[config.mk]
export PLATFORM = sky130hd
export DESIGN_NAME = timing_gen_flat
export DESIGN_NICKNAME = d
export VERILOG_FILES = /design/src/rtl/timing_gen_pkg.sv /design/src/rtl/timing_gen_if.sv /design/src/rtl/timing_gen.sv /design/src/flat_wrapper.sv
export SDC_FILE = /design/constraint.sdc
export NUM_CORES = 1
export LEC_CHECK = 0
export ABC_AREA = 0
export CAP_MARGIN = 0
export CORE_UTILIZATION = 55
export CTS_BUF_LIST = sky130_fd_sc_hd__clkbuf_2
export DETAILED_ROUTE_END_ITERATION = 12
export PLACE_DENSITY = 0.82
export RECOVER_POWER = 25
export SYNTH_ARGS = -nofsm -noshare
export SYNTH_HDL_FRONTEND = slang
export SYNTH_SLANG_ARGS = --single-unit
[constraint.sdc]
create_clock -name clk -period 7.45 [get_ports clk]
set_input_delay 1.49 -clock clk [delete_from_list [all_inputs] [get_ports clk]]
set_output_delay 1.49 -clock clk [all_outputs]
set_load 0.01 [all_outputs]
[src/rtl/timing_gen_pkg.sv]
// timing_gen_pkg: shared states, blanking defaults and helpers for timing_gen
package timing_gen_pkg;
  typedef enum logic [2:0] {IDLE, INTEG, FV_LEAD, LINE, HBLANK, FV_TAIL} state_t;
  localparam int DEF_H_BLANK = 8;
  localparam int DEF_FV_PRE = 4;
  localparam int DEF_FV_POST = 4;
  localparam logic [11:0] MAX_DIM = 12'd4095;
  function automatic logic [11:0] clamp12(input logic [15:0] x);
    return x > 16'(MAX_DIM) ? MAX_DIM : x[11:0];
  endfunction
  function automatic logic [23:0] max1(input logic [23:0] x);
    return x == '0 ? 24'd1 : x;
  endfunction
endpackage

[src/rtl/timing_gen_if.sv]
// timing_gen_if: frame size/enable inputs and video timing outputs of timing_gen
interface timing_gen_if;
  logic [15:0] app_image_h;
  logic [15:0] app_image_w;
  logic sys_en;
  logic frame_valid;
  logic line_valid;
  logic data_valid;
  logic [15:0] dout;
  logic [11:0] line_cnt;
  logic [11:0] pixel_cnt;
  modport master(
    input app_image_h, app_image_w, sys_en,
    output frame_valid, line_valid, data_valid, dout, line_cnt, pixel_cnt
  );
  modport slave(
    output app_image_h, app_image_w, sys_en,
    input frame_valid, line_valid, data_valid, dout, line_cnt, pixel_cnt
  );
endinterface

[src/rtl/timing_gen.sv]
// timing_gen: frame/line timing generator emitting a line+pixel test pattern
module timing_gen
  import timing_gen_pkg::*;
#(
  parameter logic [23:0] Integration_T = 24'd50,
  parameter int H_BLANK = DEF_H_BLANK,
  parameter int FV_PRE = DEF_FV_PRE,
  parameter int FV_POST = DEF_FV_POST
) (
  input logic clk,
  input logic rst_n,
  timing_gen_if.master tg
);
  state_t state, state_n;
  logic [23:0] cnt, cnt_n, dur;
  logic [11:0] ln, ln_n, h, h_n, w, w_n;
  logic start, last, last_line;
  always_comb begin
    dur = state == INTEG ? max1(Integration_T) :
          state == FV_LEAD ? max1(24'(FV_PRE)) :
          state == LINE ? {12'd0, w} :
          state == HBLANK ? max1(24'(H_BLANK)) :
          state == FV_TAIL ? max1(24'(FV_POST)) : 24'd1;
    last = cnt == dur - 24'd1;
    last_line = ln == h - 12'd1;
    start = tg.sys_en && tg.app_image_h != '0 && tg.app_image_w != '0;
    state_n = state;
    cnt_n = last ? '0 : cnt + 24'd1;
    ln_n = ln;
    h_n = h;
    w_n = w;
    case (state)
      IDLE: state_n = start ? INTEG : IDLE;
      INTEG: begin
        state_n = last ? FV_LEAD : INTEG;
        ln_n = last ? '0 : ln;
      end
      FV_LEAD, HBLANK: state_n = last ? LINE : state;
      LINE: begin
        state_n = !last ? LINE : last_line ? FV_TAIL : HBLANK;
        ln_n = last && !last_line ? ln + 12'd1 : ln;
      end
      FV_TAIL: state_n = !last ? FV_TAIL : start ? INTEG : IDLE;
      default: state_n = IDLE;
    endcase
    // frame size is sampled only when a new frame is about to begin
    if (start && (state == IDLE || (state == FV_TAIL && last))) begin
      h_n = clamp12(tg.app_image_h);
      w_n = clamp12(tg.app_image_w);
    end
  end
  always_ff @(posedge clk or negedge rst_n)
    if (!rst_n) begin
      state <= IDLE;
      cnt <= '0;
      ln <= '0;
      h <= '0;
      w <= '0;
      tg.frame_valid <= 1'b0;
      tg.line_valid <= 1'b0;
      tg.data_valid <= 1'b0;
      tg.dout <= '0;
      tg.line_cnt <= '0;
      tg.pixel_cnt <= '0;
    end else begin
      state <= state_n;
      cnt <= cnt_n;
      ln <= ln_n;
      h <= h_n;
      w <= w_n;
      tg.frame_valid <= state != IDLE && state != INTEG;
      tg.line_valid <= state == LINE;
      tg.data_valid <= state == LINE;
      tg.dout <= state == LINE ? 16'(ln) + 16'(cnt[11:0]) : '0;
      tg.line_cnt <= state == IDLE || state == INTEG ? '0 : ln;
      tg.pixel_cnt <= state == LINE ? cnt[11:0] : '0;
    end
endmodule

[src/flat_wrapper.sv]
// flat-port wrapper written by rule: the top's interface ports become plain ports
module timing_gen_flat import timing_gen_pkg::*;
#(
  parameter logic [23:0] Integration_T = 24'd50,
  parameter int H_BLANK = DEF_H_BLANK,
  parameter int FV_PRE = DEF_FV_PRE,
  parameter int FV_POST = DEF_FV_POST
)
  (clk, rst_n, tg_app_image_h, tg_app_image_w, tg_sys_en, tg_frame_valid, tg_line_valid, tg_data_valid, tg_dout, tg_line_cnt, tg_pixel_cnt);
  timing_gen_if tg_i ();
  input logic clk;
  input logic rst_n;
  input wire logic [$bits(tg_i.app_image_h)-1:0] tg_app_image_h;
  input wire logic [$bits(tg_i.app_image_w)-1:0] tg_app_image_w;
  input wire logic [$bits(tg_i.sys_en)-1:0] tg_sys_en;
  output wire logic [$bits(tg_i.frame_valid)-1:0] tg_frame_valid;
  output wire logic [$bits(tg_i.line_valid)-1:0] tg_line_valid;
  output wire logic [$bits(tg_i.data_valid)-1:0] tg_data_valid;
  output wire logic [$bits(tg_i.dout)-1:0] tg_dout;
  output wire logic [$bits(tg_i.line_cnt)-1:0] tg_line_cnt;
  output wire logic [$bits(tg_i.pixel_cnt)-1:0] tg_pixel_cnt;
  assign tg_i.app_image_h = tg_app_image_h;
  assign tg_i.app_image_w = tg_app_image_w;
  assign tg_i.sys_en = tg_sys_en;
  assign tg_frame_valid = tg_i.frame_valid;
  assign tg_line_valid = tg_i.line_valid;
  assign tg_data_valid = tg_i.data_valid;
  assign tg_dout = tg_i.dout;
  assign tg_line_cnt = tg_i.line_cnt;
  assign tg_pixel_cnt = tg_i.pixel_cnt;
  timing_gen #(.Integration_T(Integration_T), .H_BLANK(H_BLANK), .FV_PRE(FV_PRE), .FV_POST(FV_POST)) u_core (.clk(clk), .rst_n(rst_n), .tg(tg_i));
endmodule
After elaboration in Yosys (flattened, before gate mapping)
Cells that the tools add are included.
{"block": "op_classes", "add_sub_neg": 5, "magnitude_cmp": 2, "n_eq_ne": 11, "muxes": 21, "n_reduce_logical": 16}
{"operator": "24-bit two-way mux", "n": 5}
{"operator": "12-bit two-way mux", "n": 6}
{"operator": "16-bit by 12-bit greater-than comparator with 1-bit output, second input constant", "n": 2}
{"operator": "16-bit nonzero test", "n": 2}
{"operator": "24-bit by 1-bit adder with 24-bit output, second input constant", "n": 1}
{"operator": "24-bit equality test", "n": 1}
{"operator": "12-bit case mux with 2 select lines", "n": 1}
{"operator": "24-bit by 1-bit subtractor with 24-bit output, second input constant", "n": 1}
{"operator": "16-bit two-way mux", "n": 1}
{"operator": "3-bit case mux with 5 select lines", "n": 1}
{"operator": "12-bit by 12-bit adder with 13-bit output", "n": 1}
{"operator": "12-bit by 1-bit adder with 12-bit output, second input constant", "n": 1}
{"operator": "12-bit equality test", "n": 1}
{"operator": "3-bit two-way mux", "n": 4}
{"operator": "12-bit by 1-bit subtractor with 12-bit output, second input constant", "n": 1}
{"operator": "3-bit by 2-bit equality test with 1-bit output, second input constant", "n": 2}
{"operator": "3-bit equality test, second input constant", "n": 2}
{"operator": "1-bit logical AND", "n": 6}
{"operator": "2-bit by 1-bit inequality test with 1-bit output, second input constant", "n": 2}
{"operator": "3-bit by 1-bit equality test with 1-bit output, second input constant", "n": 1}
{"operator": "3-bit zero test", "n": 1}
{"operator": "3-bit by 1-bit inequality test with 1-bit output, second input constant", "n": 1}
{"operator": "3-bit AND reduction", "n": 1}
{"operator": "3-bit nonzero test", "n": 1}
{"operator": "7 further kinds", "n": 9}
{"block": "word_totals", "register_bits": 105, "output_inout_bits": 43}

Longest topological paths before layout
Gate-level depths: netlist of run 1.
{"block": "depth", "word_depth": 11, "ltp_mapped": 15, "depth_no_buf": 12}

Worst setup path after synthesis of run 1
OpenSTA, ideal clock, no wires.
{"block": "synth_path", "path_kind": "register to register", "from": "reg u_core.state[0]", "to": "reg u_core.h[0]", "setup_time_ns": 0.079, "t_arrival_ns": 3.292, "t_required_ns": 7.371, "setup_slack_ns": 4.078, "stages_incl_launch_ff": 15, "path_buffers": 3, "path_cell_list": "dfrtp_1 buf_4 clkbuf_1 inv_1 a2bb2oi_1 ha_1 o211ai_1 a2111oi_0 a21o_1 nand4b_1 nor4_4 nand3_2 a21oi_4 buf_6 mux2i_1"}
{"block": "synth_between", "elab_chain_len": 11, "elab_cells_between_ends": 16, "classes_between": "add/sub: 1; eq/ne: 6; mux: 5; reduce/logical: 4"}
{"element": "start: declaration", "line_no": "timing_gen.sv:14", "text": "state_t state, state_n;"}
{"element": "start signal: assignment", "line_no": "timing_gen.sv:66", "text": "state <= state_n;"}
{"element": "3-bit equality test", "line_no": "timing_gen.sv:23, timing_gen.sv:47"}
{"element": "3-bit two-way mux", "line_no": "timing_gen.sv:23", "text": "state == FV_TAIL ? max1(24'(FV_POST)) : 24'd1;"}
{"element": "24-bit two-way mux", "line_no": "timing_gen.sv:22", "text": "state == HBLANK ? max1(24'(H_BLANK)) :"}
{"element": "24-bit two-way mux", "line_no": "timing_gen.sv:21", "text": "state == LINE ? {12'd0, w} :"}
{"element": "24-bit two-way mux", "line_no": "timing_gen.sv:20", "text": "state == FV_LEAD ? max1(24'(FV_PRE)) :"}
{"element": "24-bit two-way mux", "line_no": "timing_gen.sv:19", "text": "dur = state == INTEG ? max1(Integration_T) :"}
{"element": "24-bit by 1-bit subtractor with 24-bit output", "line_no": "timing_gen.sv:24", "text": "last = cnt == dur - 24'd1;"}
{"element": "24-bit equality test", "line_no": "timing_gen.sv:24"}
{"element": "1-bit logical AND", "line_no": "timing_gen.sv:47", "text": "if (start && (state == IDLE || (state == FV_TAIL && last))) begin"}
{"element": "1-bit logical OR *", "line_no": "timing_gen.sv:47"}
{"element": "1-bit logical AND *", "line_no": "timing_gen.sv:47"}
{"element": "end signal: assignment", "line_no": "timing_gen.sv:69", "text": "h <= h_n;"}
{"element": "end: declaration", "line_no": "timing_gen.sv:16", "text": "logic [11:0] ln, ln_n, h, h_n, w, w_n;"}
Mark *: on every way between the ends. The rest lies on a longest branch, timed or not.
A chain may end at the register's enable or synchronous reset.

Final worst setup path of run 1
{"block": "layout_path", "from": "reg u_core.state[2]", "to": "reg u_core.w[6]"}
{"block": "layout_between", "elab_chain_len": 11, "elab_cells_between_ends": 16, "classes_between": "add/sub: 1; eq/ne: 6; mux: 5; reduce/logical: 4"}
{"element": "3-bit equality test", "line_no": "timing_gen.sv:23, timing_gen.sv:47"}
{"element": "3-bit two-way mux", "line_no": "timing_gen.sv:23"}
{"element": "24-bit two-way mux", "line_no": "timing_gen.sv:22"}
{"element": "24-bit two-way mux", "line_no": "timing_gen.sv:21"}
{"element": "24-bit two-way mux", "line_no": "timing_gen.sv:20"}
{"element": "24-bit two-way mux", "line_no": "timing_gen.sv:19"}
{"element": "24-bit by 1-bit subtractor with 24-bit output", "line_no": "timing_gen.sv:24"}
{"element": "24-bit equality test", "line_no": "timing_gen.sv:24"}
{"element": "1-bit logical AND", "line_no": "timing_gen.sv:47"}
{"element": "1-bit logical OR *", "line_no": "timing_gen.sv:47"}
{"element": "1-bit logical AND *", "line_no": "timing_gen.sv:47"}
{"element": "end signal: assignment", "line_no": "timing_gen.sv:70", "text": "w <= w_n;"}
{"element": "end: declaration", "line_no": "timing_gen.sv:16"}
Marked as above.

==> results of run 1 <==
-- how the worst min path moves through the flow --
stage,startpoint,end,slack [ns],cells past startpoint
after floorplan,u_core.h[11],u_core.h[11],0.51,2
after global placement,u_core.h[11],u_core.h[11],0.54,2
after detailed placement,u_core.h[11],u_core.h[11],0.54,2
after CTS,u_core.h[11],u_core.h[11],0.57,2
after global routing,u_core.h[11],u_core.h[11],0.59,2
final,u_core.h[11],u_core.h[11],0.56,2
-- cells in the final DEF, fill, tap and decap left out, types with 5 or more instances in the layout --
cell type	Yosys	routed
a21oi_1	16	16
and2_1	17	17
and3_1	12	12
clkbuf_2	0	11
clkdlybuf4s50_1	0	73
dfrtp_1	102	102
ha_1	16	16
inv_1	36	36
mux2i_1	31	31
nand2_1	26	26
nand2b_1	5	5
nand3_1	21	21
nand4_1	24	24
nand4b_1	5	5
nor2_1	97	97
nor2b_1	22	22
nor3_1	16	16
nor4_1	10	9
o211ai_1	6	6
o21ai_0	20	20
or4_1	5	5
xnor2_1	34	34
xor2_1	30	30
-- layout make-up --
type	count	area, sq um
multi-input combinational	478	3150
inverter	36	135
sequential	102	2550
fill	848	3550
clock buffer	11	55.1
tap	136	170
clock inverter	5	45.0
antenna	1	2.50
timing repair buffer	77	753
-- state kept, by name, summed over array words and instances (netlist names) --
signal and flops:
u_core.w 12, u_core.state 3, u_core.ln 12, u_core.cnt 24, u_core.tg.line_cnt 12, u_core.tg.line_valid 1, u_core.tg.dout 13, u_core.h 12
u_core.tg.frame_valid 1, u_core.tg.pixel_cnt 12
-- worst max-delay path, stage by stage (launching register included) --
cell and delay [ns]:
dfrtp_1 0.77, nand3b_1 0.20, clkbuf_1 1.03, o22ai_1 0.34, nor3_1 0.35, mux2i_1 0.29, o2111ai_1 0.22, nor4_4 0.66
nand3_2 0.18, a21oi_4 0.82, mux2i_1 0.29
-- per-stage QoR --
step | setup slack [ns] | hold slack [ns]
2_1_floorplan | 4.08 | 0.511
4_1_cts | 2.63 | 0.567
5_1_grt | 1.84 | 0.593
6_report | 2.23 | 0.564
3_3_place_gp | 2.85 | 0.541
3_5_place_dp | 2.69 | 0.539
-- per-layer routing --
| metal | routed length [um] | track usage (%) | up-vias |
|---|---|---|---|
| li1 | - | - | 2346 |
| met1 | 6390 | 36.7 | 2402 |
| met2 | 6870 | 44.4 | 209 |
| met3 | 978 | 4.35 | 28 |
| met4 | 350 | 10.4 | 0 |
| met5 | 0 | 0 | - |
-- cells by family after synthesis --
| logic type | Yosys count |
|---|---|
| AOI/OAI and AO/OA | 83 |
| other | 1 |
| adders and majority gates | 17 |
| DFF | 102 |
| and+or+nand+nor | 279 |
| muxes | 32 |
| xor gates and xnor gates | 64 |
| buffers and inverters | 68 |
-- power groups by stage --
stage / clock network (mW) / registers [mW] / logic (mW)
after CTS: 0.245 / 0.722 / 0.575
final: 0.239 / 0.725 / 0.577
after detailed placement: 0 / 0.733 / 0.572
after global routing: 0.269 / 0.736 / 0.635
after global placement: 0 / 0.730 / 0.572
after floorplan: 0 / 0.686 / 0.433
==> qor.csv, run 1 <==
metric,value,unit
ctsHtreeMaxLevel,3,
pwr-share-seq,47.1,%
track_usage,27.3,%
grt_overflow,0,
synthXorXnorAreaFrac,9.37,%
cts_hold_buf,0,
syn_to_final_growth,14.7,%
drtIter0Drc,396,
yosysMostFrequentCell,dfrtp_1,
numCtsBuffers,9,
place_inst,829,
clock_latency,0.59,ns
rows,37,
r2r_cells,10,
clock_path_buffers,2,
die_h,106,um
timing.setup.tns,0,ns
cts_root_buf,clkbuf_2,
synth_area_leaders,"dfrtp_1 (43%), nor2_1 (6.1%), mux2i_1 (5.2%)",
ir_drop,0.000122,V
initial_core_util,57.4,%
synth_top_cell_by_area,dfrtp_1,
fin_cells,846,
ys_seq_elements,102,
netlist_area,0.00598,sq mm
routed_wl,14.6,mm
fin_area,0.00686,sq mm
drv_slew,52,
die-area,0.0113,sq mm
ys_warn_count,0,
grt_first_pass_wirelength,23.9,mm
first_global_vias,4813,
post-route-period-util,70.1,%
synthArstFlopShare,100,%
core_area,0.0104,sq mm
synth_edf_count,0,
drt-pass1-iter-count,5,
num_vias,4985,
grt_max_degree,53,
via_per_inst,5.89,
worstSetupPathType,reg -> reg,
dp_hpwl,11.0,mm
clkTransAtPathRegs,0.27,ns
relSlewSlack,-77.9,%
synth_simple_gate_area_share,24.4,%
p_comb_share,37.5,%
synth_top_family_by_area,simple AND/OR/NAND/NOR gates,
yosys_most_used_dff,dfrtp_1,
holdCritPathClass,reg -> reg,
worstSetupStartpointType,flip-flop,
hold_viol,0,
finalSetupViolCount,0,
seq_area_frac_synth,42.7,%
synthTopCellsByCount,"dfrtp_1 (102), nor2_1 (97), inv_1 (36)",
cap_violations,1,
violations,"max-capacitance violations, max-slew violations",
die_x,106,um
power_density,225,mW/mm^2
place_area,0.00677,sq mm
clock_skew,0.0333,ns
synth_top_area_share,42.7,%
synth-adder-area-share,3.68,%
synthDistinctLibCells,59,
pwr-share-clk,15.5,%
max_freq,0.192,GHz
rr_endpoint,u_core.w[6],
status,"complete, but fails checks",
synth.avg_cell_area,9.26,sq um
rsz0062_at_grt,false,
postLayoutCoreUtil,65.9,%
internal-power,0.922,mW
p_total,1.54,mW
crit_fanout,25,
fin_crit,5.22,ns
drc,0,
post_cts_buffers,0,
nNetsFinal,756,
synth_mux_area_share,5.38,%
drive_gt1_share,3.81,%
r2r_start,u_core.state[2],
wl_per_cell,17.2,um
cts.sinks,102,
rrSetupSlack,2.23,ns
io_buffers,74,
p_sw,0.619,mW
startpoint,u_core.state[2],
synth_compound_area_share,9.52,%
grt_antenna_before_repair,1,
ant_nets,0,
synthCells,646,
cts_tree,done,
io_pins,78,
post_cts_resized,0,
power.share.switching,40.2,%
p_leak,2.98,nW
tightest_slew,2.67,ns
cp-endpoint,u_core.w[6],
crit_arrival,5.74,ns
place_congestion,0.902,
worst_ep_required_time,7.97,ns
cp-end-kind,flip-flop,
Note: power is estimated with default switching activity, not from simulation.
==> run 2, diff against run 1 <==
CORE_UTILIZATION = 52   (was 55)
PLACE_DENSITY = 0.81   (was 0.82)
clock period = 4.3 ns   (was 7.45 ns; I/O delays follow)
==> run 2 against run 1 <==
- the run still ends with max-capacitance violations, max-slew violations left
- first-iteration DRC count decreased by 30%
- worst setup slack got worse by 1.8 ns
- core utilization decreased by 2.8 points
- clock skew increased by 0.0071 ns
- via count increased by 0.46%
- total power increased by 81%
- clock-buffer cell count decreased by 2
- cell count increased by 1.3%
- sequential power increased by 74%
- routed wire length increased by 0.56%
- clock power increased by 100%
- non-clock buffer count increased by 7
- critical path type unchanged
==> qor.csv, run 2 (same netlist as run 1, synthesis figures left out) <==
metric,value,unit,change
violations,"max-capacitance violations, max-slew violations",,unchanged
numCtsBuffers,9,,unchanged
cts.sinks,102,,unchanged
pwr-share-seq,45.3,%,was 47.1%
post_cts_buffers,0,,unchanged
p_total,2.78,mW,was 1.54 mW
r2r_cells,12,,was 10
ant_nets,0,,unchanged
drv_slew,72,,was 52
initial_core_util,54.2,%,was 57.4%
dp_hpwl,11.1,mm,was 11.0 mm
post-route-period-util,90.0,%,was 70.1%
worstSetupStartpointType,flip-flop,,unchanged
p_comb_share,37.6,%,was 37.5%
r2r_start,u_core.state[1],,was u_core.state[2]
die_h,109,um,was 106 um
crit_chain,inv_1 > a2bb2oi_1 > ha_1 > o211ai_1 > a2111oi_0 > a21o_1 > nand4b_1 > nor4_4 > buf_4 > nand2_1 > nor2_1 > nor2_1,,was nand3b_1 > clkbuf_1 > o22ai_1 > nor3_1 > mux2i_1 > o2111ai_1 > nor4_4 > nand3_2 > a21oi_4 > mux2i_1
holdPathStages,2,,unchanged
crit_top_cell,nor2_1,,was mux2i_1
drtIter0Drc,277,,was 396
worst_ep_required_time,4.83,ns,was 7.97 ns
layout_common_cells,"dfrtp_1 (102), nor2_1 (97), clkdlybuf4s50_1 (73), inv_1 (36), xnor2_1 (34)",,unchanged
clock_latency,0.65,ns,was 0.59 ns
rows,38,,was 37
post_cts_resized,0,,unchanged
power.share.switching,41.5,%,was 40.2%
clkTransAtPathRegs,0.32,ns,was 0.27 ns
power_density,400,mW/mm^2,was 225 mW/mm^2
core_area,0.0110,sq mm,was 0.0104 sq mm
grt_overflow,0,,unchanged
die-area,0.0119,sq mm,was 0.0113 sq mm
crit_fanout,17,,was 25
min_to,u_core.h[11],,unchanged
rr_endpoint,u_core.ln[9],,was u_core.w[6]
track_usage,26.6,%,was 27.3%
top_register,u_core.cnt,,unchanged
die_x,109,um,was 106 um
status,"complete, but fails checks",,unchanged
tightest_slew,1.70,ns,was 2.67 ns
grt_first_pass_wirelength,24.0,mm,was 23.9 mm
rsz0062_at_grt,false,,unchanged
largest_reg_flops,24,,unchanged
crit_buf_inv,2,,was 1
reg_top3,"u_core.cnt (24), u_core.tg.dout (13)",,unchanged
rrSetupSlack,0.43,ns,was 2.23 ns
max_stage_delay,0.63,ns,was 1.03 ns
num_vias,5008,,"was 4,985"
nNetsFinal,763,,was 756
multi_input_area,0.00315,sq mm,unchanged
p_leak,3.03,nW,was 2.98 nW
pwr-share-clk,17.2,%,was 15.5%
clock_path_buffers,2,,unchanged
fin_crit,3.87,ns,was 5.22 ns
nFillCells,924,,was 848
cts_hold_buf,0,,unchanged
hold_viol,0,,unchanged
holdCritPathClass,reg -> reg,,unchanged
p_sw,1.16,mW,was 0.619 mW
cts_root_buf,clkbuf_2,,unchanged
regArea,0.00255,sq mm,unchanged
via_per_inst,5.84,,was 5.89
relSlewSlack,-13.0,%,was -77.9%
clock_skew,0.0404,ns,was 0.0333 ns
grt_max_degree,72,,was 53
cap_violations,1,,unchanged
grt_antenna_before_repair,1,,unchanged
io_buffers,74,,unchanged
first_global_vias,4855,,"was 4,813"
place_congestion,0.965,,was 0.902
crit_arrival,4.40,ns,was 5.74 ns
cp_slowest_cell,dfrtp_1,,was clkbuf_1
drive_gt1_share,5.03,%,was 3.81%
routed_wl,14.7,mm,was 14.6 mm
finalSetupViolCount,0,,unchanged
cp_top_family,simple AND/OR/NAND/NOR gates,,unchanged
worstHoldStart,u_core.h[11],,unchanged
max_freq,0.258,GHz,was 0.192 GHz
ctsHtreeMaxLevel,3,,unchanged
cts_tree,done,,unchanged
timing.setup.tns,0,ns,unchanged
internal-power,1.63,mW,was 0.922 mW
final_common_cell,dfrtp_1,,unchanged
syn_to_final_growth,16.3,%,was 14.7%
io_pins,78,,unchanged
wl_per_cell,17.1,um,was 17.2 um
drc,0,,unchanged
cp-end-kind,flip-flop,,unchanged
worstSetupPathType,reg -> reg,,unchanged
ir_drop,0.000183,V,was 0.000122 V
drt-pass1-iter-count,6,,was 5
run 2: cell types whose count changed in the layout (fill, tap and decap cells not counted), sizes merged:
cell / previous run / this run
buf: 2 / 10
clkbuf: 13 / 10
clkinv: 3 / 2
inv: 37 / 40
run 2: how the worst max path moves through the flow:
stage	from	end	cells after the start
after detailed placement	u_core.state[1]	u_core.ln[9]	12
after floorplan	u_core.state[0]	u_core.h[0]	14
after CTS	u_core.state[1]	u_core.ln[9]	12
after global placement	u_core.state[1]	u_core.ln[5]	12
after global routing	u_core.state[2]	u_core.ln[9]	12
final	u_core.state[1]	u_core.ln[9]	12
run 2: power by group through the flow:
| stage | sequential, mW | combinational [mW] | clock [mW] |
|---|---|---|---|
| after floorplan | 1.19 | 0.750 | 0 |
| after global placement | 1.27 | 1.01 | 0 |
| after detailed placement | 1.27 | 1.03 | 0 |
| after CTS | 1.25 | 1.04 | 0.483 |
| after global routing | 1.28 | 1.15 | 0.524 |
| final | 1.26 | 1.05 | 0.478 |
run 2: metal layers:
| metal | vias up | track usage (%) | wire length [um] |
|---|---|---|---|
| li1 | 2366 | - | - |
| met1 | 2407 | 35.2 | 6480 |
| met2 | 206 | 43.9 | 7050 |
| met3 | 29 | 3.29 | 865 |
| met4 | 0 | 11.7 | 278 |
| met5 | - | 0 | 0 |
run 2: area by class of cell:
| cell class | instances | share of cell area [%] |
|---|---|---|
| sequential | 102 | 36.7 |
| clock buffer | 9 | 0.647 |
| tap | 140 | 2.52 |
| antenna | 1 | 0.0360 |
| multi-input combinational | 478 | 45.3 |
| timing repair buffer | 84 | 11.8 |
| inverter | 36 | 1.94 |
| clock inverter | 7 | 1.04 |
run 2: worst min-delay path: stages (launching register included):
cell and delay [ns]:
dfrtp_1 0.48, inv_1 0.07, mux2i_1 0.06
run 2: metrics by stage:
stage / instances / setup slack, ns / hold slack (ns) / area, sq um / utilization (%)
after global routing: 857 / 0.0454 / 0.616 / 6960 / 63.1
after detailed placement: 840 / 0.520 / 0.559 / 6840 / 62.0
after CTS: 856 / 0.480 / 0.301 / 6960 / 63.1
after floorplan: 648 / 0.928 / 0.511 / 5990 / -
final: 857 / 0.429 / 0.582 / 6960 / 63.1
after global placement: 840 / 0.647 / 0.534 / 6840 / 62.0
==> run 3, diff against run 2 <==
CTS_CLUSTER_SIZE = 25   (was unset)
==> results of run 3 <==
No change in the layout: final DEF, timing and power equal those of run 2.
